==> src/rtl/regfile_wb_arbiter.sv <==
// Two-port writeback arbiter feeding the register file write port; optional
// round-robin arbitration with `define WB_RR_ARB_EN (fixed priority p0>p1 otherwise).

module regfile_wb_fifo #(
    parameter int DEPTH = 4,
    parameter int XLEN  = 32
) (
    input  logic            clk,
    input  logic            rst,
    input  logic            push,
    input  logic            pop,
    input  logic [4:0]      push_rd,
    input  logic [XLEN-1:0] push_data,
    output logic            ready,
    output logic            empty,
    output logic [4:0]      head_rd,
    output logic [XLEN-1:0] head_data,
    output logic [31:0]     mask
);
    localparam int unsigned AW = $clog2(DEPTH);
    localparam logic [AW:0] FULL = (AW+1)'(DEPTH);

    logic [4:0]      rd_mem  [DEPTH];
    logic [XLEN-1:0] dat_mem [DEPTH];
    logic [AW-1:0]   wptr, rptr, off;
    logic [AW:0]     count;

    assign ready     = (count != FULL);
    assign empty     = (count == '0);
    assign head_rd   = rd_mem[rptr];
    assign head_data = dat_mem[rptr];

    always_ff @(posedge clk) begin
        if (push) begin
            rd_mem[wptr]  <= push_rd;
            dat_mem[wptr] <= push_data;
        end
    end

    always_ff @(posedge clk or posedge rst) begin
        if (rst) begin
            wptr  <= '0;
            rptr  <= '0;
            count <= '0;
        end else begin
            if (push) wptr <= wptr + 1'b1;
            if (pop)  rptr <= rptr + 1'b1;
            case ({push, pop})
                2'b10:   count <= count + 1'b1;
                2'b01:   count <= count - 1'b1;
                default: count <= count;
            endcase
        end
    end

    // An entry is live when its distance from the read pointer is below the occupancy.
    always_comb begin
        mask = '0;
        off  = '0;
        for (int i = 0; i < DEPTH; i++) begin
            off = AW'(i) - rptr;
            if ({1'b0, off} < count) mask[rd_mem[i]] = 1'b1;
        end
    end
endmodule

module regfile_wb_arbiter #(
    parameter int DEPTH = 4,
    parameter int XLEN  = 32
) (
    input  logic            clk,
    input  logic            rst,
    input  logic            p0_valid,
    output logic            p0_ready,
    input  logic [4:0]      p0_rd,
    input  logic [XLEN-1:0] p0_data,
    input  logic            p1_valid,
    output logic            p1_ready,
    input  logic [4:0]      p1_rd,
    input  logic [XLEN-1:0] p1_data,
    output logic            rf_we,
    output logic [4:0]      rf_a3,
    output logic [XLEN-1:0] rf_wd,
    output logic [31:0]     pend_mask
);
    logic            push0, push1, grant0, grant1, empty0, empty1;
    logic [4:0]      head_rd0, head_rd1;
    logic [XLEN-1:0] head_data0, head_data1;
    logic [31:0]     mask0, mask1, stage_mask;

    // Writes to x0 are accepted but dropped before they reach the FIFO.
    assign push0 = p0_valid && p0_ready && (p0_rd != 5'd0);
    assign push1 = p1_valid && p1_ready && (p1_rd != 5'd0);

    regfile_wb_fifo #(.DEPTH(DEPTH), .XLEN(XLEN)) u_fifo0 (
        .clk(clk), .rst(rst), .push(push0), .pop(grant0),
        .push_rd(p0_rd), .push_data(p0_data), .ready(p0_ready), .empty(empty0),
        .head_rd(head_rd0), .head_data(head_data0), .mask(mask0)
    );

    regfile_wb_fifo #(.DEPTH(DEPTH), .XLEN(XLEN)) u_fifo1 (
        .clk(clk), .rst(rst), .push(push1), .pop(grant1),
        .push_rd(p1_rd), .push_data(p1_data), .ready(p1_ready), .empty(empty1),
        .head_rd(head_rd1), .head_data(head_data1), .mask(mask1)
    );

`ifdef WB_RR_ARB_EN
    logic rr_last;  // 1: port 1 was granted last, so port 0 wins the next tie

    always_comb begin
        grant0 = !empty0 && (empty1 || rr_last);
        grant1 = !empty1 && (empty0 || !rr_last);
    end

    always_ff @(posedge clk or posedge rst) begin
        if (rst)         rr_last <= 1'b1;
        else if (grant0) rr_last <= 1'b0;
        else if (grant1) rr_last <= 1'b1;
    end
`else
    always_comb begin
        grant0 = !empty0;
        grant1 = !empty1 && empty0;
    end
`endif

    always_ff @(posedge clk or posedge rst) begin
        if (rst) begin
            rf_we <= 1'b0;
            rf_a3 <= '0;
            rf_wd <= '0;
        end else begin
            rf_we <= grant0 || grant1;
            if (grant0) begin
                rf_a3 <= head_rd0;
                rf_wd <= head_data0;
            end else if (grant1) begin
                rf_a3 <= head_rd1;
                rf_wd <= head_data1;
            end
        end
    end

    assign stage_mask = rf_we ? (32'd1 << rf_a3) : 32'd0;
    assign pend_mask  = (mask0 | mask1 | stage_mask) & ~32'd1;
endmodule
==> config.mk <==
export PLATFORM = sky130hd
export DESIGN_NAME = regfile_wb_arbiter
export DESIGN_NICKNAME = d
export VERILOG_FILES = /design/src/rtl/regfile_wb_arbiter.sv
export SDC_FILE = /design/constraint.sdc
export NUM_CORES = 1
export LEC_CHECK = 0
export CORE_AREA = 2 2 217 219
export CTS_BUF_LIST = sky130_fd_sc_hd__clkbuf_4 sky130_fd_sc_hd__clkbuf_8
export DETAILED_ROUTE_END_ITERATION = 16
export DIE_AREA = 0 0 219 221
export PLACE_DENSITY = 0.59
export SLEW_MARGIN = 10
export SYNTH_ARGS = -nofsm -noshare
export SYNTH_HDL_FRONTEND = slang
export SYNTH_SLANG_ARGS = --single-unit
==> constraint.sdc <==
create_clock -name clk -period 3.6 [get_ports clk]
set_input_delay 0.9 -clock clk [delete_from_list [all_inputs] [get_ports clk]]
set_output_delay 0.9 -clock clk [all_outputs]
set_load 0.1 [all_outputs]
After elaboration in Yosys (flattened, before gate mapping)
Memory sizes are Yosys's and may differ from the RTL's. Cells that the tools add are included.

Bits in registers: 52. Bits in writable memories: 296. Input port bits: 78. Output and inout bits: 72. Word-level logic and storage cells: 126. Memories kept: 4.

Memories: u_fifo0.dat_mem (depth 4, bits a word 32, rd ports 1, clocked after Yosys merged registers in 0, wr ports 1, line 24) `logic [XLEN-1:0] dat_mem [DEPTH];`; u_fifo1.dat_mem (depth 4, bits a word 32, rd ports 1, clocked after Yosys merged registers in 0, wr ports 1, line 24); u_fifo0.rd_mem (depth 4, bits a word 5, rd ports 5, clocked after Yosys merged registers in 0, wr ports 1, line 23) `logic [4:0] rd_mem [DEPTH];`; u_fifo1.rd_mem (depth 4, bits a word 5, rd ports 5, clocked after Yosys merged registers in 0, wr ports 1, line 23).

$add $sub $neg: 16. Order comparisons: 24. Equality and inequality tests: 7. Shift-type cells: 1. Multiplexer cells: 35. Bitwise operators: 8. Reductions and logical operators: 22.

Operators by type and width (number): 32-bit two-way mux (11); 32-bit bitwise OR (8); 5-bit by 6-bit < comparator with 1-bit output (second input constant) (8); 1-bit demux with 5-bit select (8); 5-bit by 1-bit greater-or-equal comparator with 1-bit output (second input constant) (8); 1-bit by 5-bit << shifter with 32-bit output (first input constant) (1); 2-bit by 3-bit < comparator with 1-bit output (8); 1-bit logical AND (13); 1-bit two-way mux (12); 3-bit one-hot mux with 2 select lines (2); 5-bit two-way mux (2); 5-bit nonzero test (2); 2-bit by 1-bit adder with 2-bit output (second input constant) (4); 1-bit by 2-bit subtractor with 2-bit output (first input constant) (4); 2-bit subtractor (first input constant) (4); 3-bit by 1-bit adder with 3-bit output (second input constant) (2); 3-bit zero test (2); 3-bit inequality test (second input constant) (2); 3-bit by 1-bit subtractor with 3-bit output (second input constant) (2); 2-bit by 1-bit == test with 1-bit output (second input constant) (2); 2-bit == test (second input constant) (2); 2-bit nonzero test (2); 1-bit zero test (2); 2-bit inequality test (second input constant) (1); 1-bit logical OR (1).

Logic depth before layout (Yosys ltp)
Gate-level depths: netlist of run 1. An unclocked memory read counts as a cell.

Depth in word-level cells: 14. Depth in mapped cells: 12. Gate-level depth less buffers: 11.

Hierarchy
Synthesis of run 1 repeated with hierarchy kept, for this count alone.

Cell total of the unflattened synthesis: 1076. Area, all modules: 16214.3 um^2.

Modules (own cells, without submodules): regfile_wb_fifo (u_fifo0) (instances 1, cells each 419, area each 7013.0 um^2, sequential area each 4619.4 um^2); regfile_wb_fifo (u_fifo1) (instances 1, cells each 419, area each 6988.0 um^2, sequential area each 4619.4 um^2); regfile_wb_arbiter (instances 1, cells each 238, area each 2213.4 um^2, sequential area each 950.9 um^2).

Worst setup path before layout of run 1
OpenSTA, ideal clock, no wires.

Path type: reg-to-output. Start point: register u_fifo0.rptr[1]. End point: output port pend_mask[31]. Data arrival time: 3.393 ns. Data required time: 2.700 ns. Slack: -0.693 ns. Stages on the path, launching flop included: 9. Path buffers: 2. Cells stage by stage: dfrtp_1 -> buf_1 -> inv_1 -> ha_1 -> a21oi_1 -> o21ba_2 -> clkbuf_2 -> or3b_1 -> o211ai_1.

Cells in the longest elaborated chain, start to end: 11. Elaborated cells between the ends (all ways): 17.

Ends and longest elaborated chain: start: declaration (line 25) `logic [AW-1:0] wptr, rptr, off;`; start signal: assignment (line 47) `if (pop) rptr <= rptr + 1'b1;`; 1-bit by 2-bit subtractor with 2-bit output (line 61) `off = AW'(i) - rptr;`; 2-bit by 3-bit < comparator with 1-bit output (line 62) `if ({1'b0, off} < count) mask[rd_mem[i]] = 1'b1;`; 32-bit two-way mux (line 62); 32-bit bitwise OR (no source line); 32-bit two-way mux (line 62); 32-bit bitwise OR (no source line); 32-bit two-way mux (line 62); 32-bit bitwise OR (no source line); 32-bit two-way mux (*) (line 62); 32-bit bitwise OR (*) (2 in a row) (line 145) `assign pend_mask = (mask0 | mask1 | stage_mask) & ~32'd1;`; end: declaration (line 84) `output logic [31:0] pend_mask`.

Mark *: on every way between the ends. The rest lies on a longest branch, timed or not.

==> flow_summary.ini, run 1 <==
[logic_synthesis]
synth_xor_area_share_pct = 0.766
yosys_warnings = 0
async_flop_share_pct = 14.9
synth.avg_cell_area_um2 = 14.7
syn_nets = 1187
synthSimpleGateAreaFrac_pct = 9.61
syn_inst = 1089
synth_seq_cells = 348
synth_compound_area_share_pct = 8.88
synth-edff-count = 296
yosysSeqAreaShare_pct = 63.7
synth_fa_ha_area_share_pct = 1.66
syn_area_um2 = 16000
muxShareOfSynthArea_pct = 12.9
synth.distinct_cells = 59
synth-main-ff-cell = edfxtp_1
synth_top_family_by_area = multiplexers

[routing]
vias = 11047
post_drt_wl_per_cell_um = 27.6
drtIter0Drc = 793
route.detailed.vias_per_inst = 5.52
wirelength_mm = 55.3
ant_nets = 0
drc = 0
drt_pass1_iterations = 6

[global_routing]
grt_pass1_vias = 11344
grt_util_all_layers_pct = 22.6
antenna_found_initial = 2
overflow = 0
grt_first_pass_wirelength_mm = 79.1
grt_max_degree = 40

[floorplanning]
row_count = 79
die_w_um = 219
die_y_um = 221
initial_core_util_pct = 34.7
die_area_um2 = 48400
io_pins = 150
core_area_um2 = 46100

[finish]
fillerInstances = 4146
ff_latch_area_um2 = 10200
final_cell_mix = 296 x edfxtp_1, 129 x buf_4, 80 x nor2_1, 77 x clkdlybuf4s50_1, 74 x mux4_2
final_common_cell = edfxtp_1
postLayoutCoreUtil_pct = 46.5
drive_gt1_share_pct = 36.9
design_area_um2 = 21400
layout.nets = 1450
multiInputGateArea_um2 = 6350
area_delta_synth_final_pct = 33.8
fin_cells = 2003
antenna_cells = 0

[setup_path]
crit_buf_inv = 1
cp_cell_sequence = nor2b_1 > nand4_1 > o22ai_1 > a2111oi_4 > o211ai_1 > clkbuf_16
critPathMaxFanout = 6
cpPeakStageDelay_ns = 0.70
crit_slowest_cell = o22ai_1
worstPathArrival_ns = 3.16
critical-path-top-delay-family = compound AO/OA/AOI/OAI gates
critical_path_class = reg2out
start_kind = flip-flop
critical_path.endpoint_type = output port
cp_data_required_time_ns = 2.70

[pwr]
leakage_nw = 7.49
powerDensity_nw_per_um2 = 995
fin_total_pwr_mw = 21.3
vdd_drop_max_uv = 870

[placement]
hpwl_mm = 40.5
dp_cells = 1876
gp_congestion = 0.996
placed_area_um2 = 19200
portBuffers = 148

[worst_hold_path]
hp-class = reg2reg

[sta]
fmaxAchievable_ghz = 0.246
worst_pin_slew_ns = 0.830
slew_headroom_pct = 44.7
fin_crit_ns = 4.06
drv_slew = 0
finalWorstSetupSlack_ns = -0.458
rsz0062_at_grt = true
setup_violations = 31
fin_skew_ns = 0.0283
setup-tns-final_ns = -6.82
fin_crit_sh_pct = 113
hold_violations = 0

[run_status]
status = finished, violations left
failed_checks = setup timing

[clocking]
cts_sinks = 348
cts_root_buffer = clkbuf_8
clk_pin_slew_ns = 0.06
htree_levels = 2
cts_tree = built
cts_max_path_buffers = 3
insertion_delay_ns = 0.60
cts_inserted_buffers = 52

[job]
cap_violations = 0
[layout make-up]
type | count | area share (%)
Sequential cell | 348 | 47.6
Multi-Input combinational cell | 651 | 29.7
Timing Repair Buffer | 267 | 13.2
Clock buffer | 84 | 4.82
Tap cell | 607 | 3.55
Inverter | 32 | 0.561
Clock inverter | 14 | 0.549
[logic make-up (layout without fill, tap and decap cells)]
kind of cell	Yosys count	count (layout)
other	1	1
muxes	114	114
and+or+nand+nor	302	302
adders and majority gates	20	20
buffers and inverters	90	397
DFF	348	348
xor gates and xnor gates	14	14
AOI/OAI and AO/OA	200	200
[layer usage]
metal	GRT usage, %	part of all wire, %	vias up
met1	27.2	38	5686
met3	4.56	6.1	117
met5	0	0.043	-
li1	-	-	4844
met2	39.7	51	396
met4	8.91	4.5	4
[what timing repair did]
action | CTS | global route
hold buffers | 0 | 0
setup buffers | 22 | 9
resized for setup | 88 | 66
pin swaps | 34 | 27
endpoints found under the setup margin | 31 | 31
[worst paths after layout]
path | from | end | slack, ns | cells after the start
setup / recovery | u_fifo0.rd_mem[1][4] | pend_mask[21] | -0.46 | 6
hold / removal | u_fifo0.wptr[1] | u_fifo0.wptr[1] | 0.58 | 1
setup reg to reg | u_fifo0.count[2] | u_fifo1.count[2] | 0.83 | 10
hold reg to reg | u_fifo0.wptr[1] | u_fifo0.wptr[1] | 0.58 | 1
max in group asynchronous | rst | u_fifo1.rptr[1] | 2.33 | 3
min in group asynchronous | rst | u_fifo0.wptr[1] | 0.62 | 2
[synth_stat cells (8+ instances only)]
| cell type | n | area, um^2 |
|---|---|---|
| nand2_1 | 73 | 274 |
| nor3_1 | 16 | 80.1 |
| mux4_2 | 74 | 1670 |
| nand3_1 | 26 | 130 |
| o2111ai_1 | 18 | 158 |
| o21ai_0 | 38 | 190 |
| nor3b_1 | 10 | 75.1 |
| edfxtp_1 | 296 | 8890 |
| a221oi_1 | 20 | 175 |
| xnor2_1 | 8 | 70.1 |
| clkbuf_1 | 35 | 131 |
| or3b_2 | 8 | 70.1 |
| a211oi_1 | 15 | 113 |
| buf_2 | 11 | 55.1 |
| inv_1 | 32 | 120 |
| ha_1 | 18 | 225 |
| mux2i_1 | 38 | 380 |
| nand2b_1 | 17 | 106 |
| nor2_1 | 86 | 323 |
| o22ai_1 | 61 | 382 |
| nand3b_1 | 18 | 135 |
| and2_1 | 13 | 81.3 |
| a21oi_1 | 19 | 95.1 |
| dfrtp_1 | 52 | 1300 |
[power by group]
part	total, mW	switching (mW)	internal (mW)	leakage, nW
registers	6.07	0.640	5.43	3.32
clock network	3.43	1.47	1.96	0.616
logic	11.8	7.61	4.19	3.56
[sequential cells by signal, summed over array words and instances, names as in the netlist]
signal and cells:
rf_a3 5, rf_wd 32, rf_we 1, u_fifo0.count 3, u_fifo0.dat_mem 128, u_fifo0.rd_mem 20, u_fifo0.rptr 2, u_fifo0.wptr 2
u_fifo1.count 3, u_fifo1.dat_mem 128, u_fifo1.rd_mem 20, u_fifo1.rptr 2, u_fifo1.wptr 2
[metrics by stage]
stage / setup slack [ns] / hold slack [ns]
after floorplan: -0.491 / 0.475
after global placement: 0.0106 / 0.553
after detailed placement: 0.0421 / 0.568
after CTS: -0.491 / 0.582
after global routing: -0.500 / 0.623
final: -0.458 / 0.576
Note: power is estimated with default switching activity, not from simulation.
==> run 2: changes to the inputs <==
- CORE_AREA: 2 2 217 219 -> 8 8 223 225
- DIE_AREA: 0 0 219 221 -> 0 0 231 233
==> run 2 against run 1 <==
  * The run still ends with setup timing left
  * Critical path type unchanged
  * Non-clock buffer count decreased by 15
  * Utilization increased by 0.21 points
  * Routed wire length decreased by 5.2%
  * Clock-buffer cell count decreased by 8
  * Largest power group unchanged
  * First-iteration DRC count increased by 9.0%
  * Critical endpoint is now pend_mask[23]
==> flow_summary.ini, run 2 (synthesis results as in run 1) <==
[finish]
multiInputGateArea_um2 = 6470
reg_top3 = u_fifo0.dat_mem (128), u_fifo1.dat_mem (128), rf_wd (32)
layout.nets = 1436
ff_latch_area_um2 = 10200
final_common_cell = edfxtp_1
fin_cells = 1990
fillerInstances = 4146
drive_gt1_share_pct = 38.2
area_delta_synth_final_pct = 34.4
final_cell_mix = 296 x edfxtp_1, 109 x buf_4, 77 x clkdlybuf4s50_1, 74 x mux4_2, 71 x nor2_1

[setup_path]
crit_slowest_cell = or4b_4
cp_cell_sequence = buf_6 > xnor2_4 > buf_6 > ha_4 > nand2b_4 > o2111ai_4 > nor2_2 > a211oi_2 > or4b_4 > buf_12
start_kind = flip-flop
critical-path-top-delay-family = simple AND/OR/NAND/NOR gates
cp_data_required_time_ns = 2.70
worstPathArrival_ns = 3.03
crit_buf_inv = 3
r2r_start = u_fifo1.count[2]
critPathMaxFanout = 4
r2r_cells = 9
cpPeakStageDelay_ns = 0.53
critPathMostFrequentCell = buf_6
critical_path_class = reg2out
r2r_slack_ns = 1.18
critical_path.endpoint_type = output port
timing.rr.end = u_fifo1.count[1]

[sta]
timing.hold.ws_ns = 0.585
finalWorstSetupSlack_ns = -0.330
setup_violations = 31
fmaxAchievable_ghz = 0.254
worst_pin_slew_ns = 0.813
slew_headroom_pct = 45.8
fin_skew_ns = 0.0257
hold_violations = 0
fin_crit_sh_pct = 109
fin_crit_ns = 3.93
drv_slew = 0
rsz0062_at_grt = true

[routing]
post_drt_wl_per_cell_um = 26.4
drc = 0
drt_pass1_iterations = 6
ant_nets = 0
route.detailed.vias_per_inst = 5.53
wirelength_mm = 52.4
drtIter0Drc = 864
vias = 10999

[clocking]
cts_root_buffer = clkbuf_8
htree_levels = 2
cts_max_path_buffers = 3
clk_pin_slew_ns = 0.06
cts_inserted_buffers = 53
insertion_delay_ns = 0.59
cts_sinks = 348
hold_buffers = 0
cts_tree = built

[run_status]
failed_checks = setup timing
status = finished, violations left

[floorplanning]
core_area_um2 = 46100
initial_core_util_pct = 34.7
die_w_um = 231
die_y_um = 233
die_area_um2 = 53800
row_count = 79
io_pins = 150

[job]
cap_violations = 0

[pwr]
vdd_drop_max_uv = 929
leakage_nw = 7.43
clkPwrFrac_pct = 17.4
swShare_pct = 45.1
p_int_mw = 11.8
seqPwrFrac_pct = 28.2
powerDensity_nw_per_um2 = 1000
pwr-share-comb_pct = 54.4
power.switching_mw = 9.69

[global_routing]
grt_max_degree = 59
grt_util_all_layers_pct = 19.2
grt_pass1_vias = 11328
overflow = 0
grt_first_pass_wirelength_mm = 76.7
antenna_found_initial = 6

[worst_hold_path]
worstHoldEndpoint = u_fifo1.wptr[1]
holdPathStages = 1
hp-class = reg2reg
hp-start = u_fifo1.wptr[1]

[placement]
hpwl_mm = 37.5
gp_congestion = 1.06
dp_cells = 1859
pre_cts_slack_ns = 0.181
portBuffers = 148
## run 2: changes by cell type in the layout (fill, tap and decap cells not counted), moves of 7 or more
cell,before,now
buf_6,16,24
o22ai_1,46,34
clkbuf_4,20,13
buf_4,129,109
nor2_1,80,71
o22ai_2,12,21
## run 2: what timing repair did
| item | in CTS | in global routing |
|---|---|---|
| pin swaps | 46 | 38 |
| endpoints found under the setup margin | 31 | 31 |
| gates resized for setup | 136 | 56 |
| buffers inserted | 22 | 11 |
| cloned | 0 | 0 |
## run 2: power by group through the flow
stage | Combinational [mW] | Clock [mW] | Sequential, mW
after floorplan | 5.72 | 0 | 7.38
after global routing | 12.3 | 3.99 | 6.16
final | 11.7 | 3.73 | 6.07
after global placement | 10.7 | 0 | 6.07
after CTS | 11.5 | 3.83 | 6.06
after detailed placement | 10.7 | 0 | 6.11
## run 2: layout make-up
class                           count  share of cell area [%]
Timing Repair Buffer              252                    12.6
Tap cell                          607                    3.53
Clock inverter                     23                    1.34
Sequential cell                   348                    47.4
Clock buffer                       76                    4.49
Antenna cell                        1                  0.0116
Inverter                           32                   0.559
Multi-Input combinational cell    651                    30.1
## run 2: layer usage
layer | vias up | routed length [um] | global-route usage [%]
li1 | 4814 | - | -
met1 | 5529 | 19800 | 22.5
met3 | 159 | 4150 | 5.27
met2 | 487 | 25900 | 32.8
met5 | - | 70 | 0
met4 | 10 | 2470 | 7.88
## run 2: how the worst max path moves through the flow
stage	slack [ns]	end	depth (start not counted)	startpoint
detailed placement	0.18	pend_mask[19]	10	u_fifo1.rptr[1]
CTS	-0.35	pend_mask[23]	10	u_fifo1.rptr[1]
global placement	0.15	pend_mask[23]	9	u_fifo1.rptr[1]
finish	-0.33	pend_mask[23]	10	u_fifo1.rptr[1]
floorplan	-0.49	pend_mask[31]	8	u_fifo0.rptr[1]
global route	-0.43	pend_mask[19]	10	u_fifo1.rptr[1]
## run 2: through the flow
step / util, % / setup TNS (ns) / area [um^2] / total power, mW
6_report: 46.7 / -6.03 / 21500 / 21.5
5_1_grt: 46.7 / -9.43 / 21500 / 22.4
4_1_cts: 45.9 / -6.70 / 21100 / 21.4
3_5_place_dp: 41.2 / 0 / 19000 / 16.8
3_3_place_gp: 41.2 / 0 / 19000 / 16.8
2_1_floorplan: - / -1.04 / 16200 / 13.1
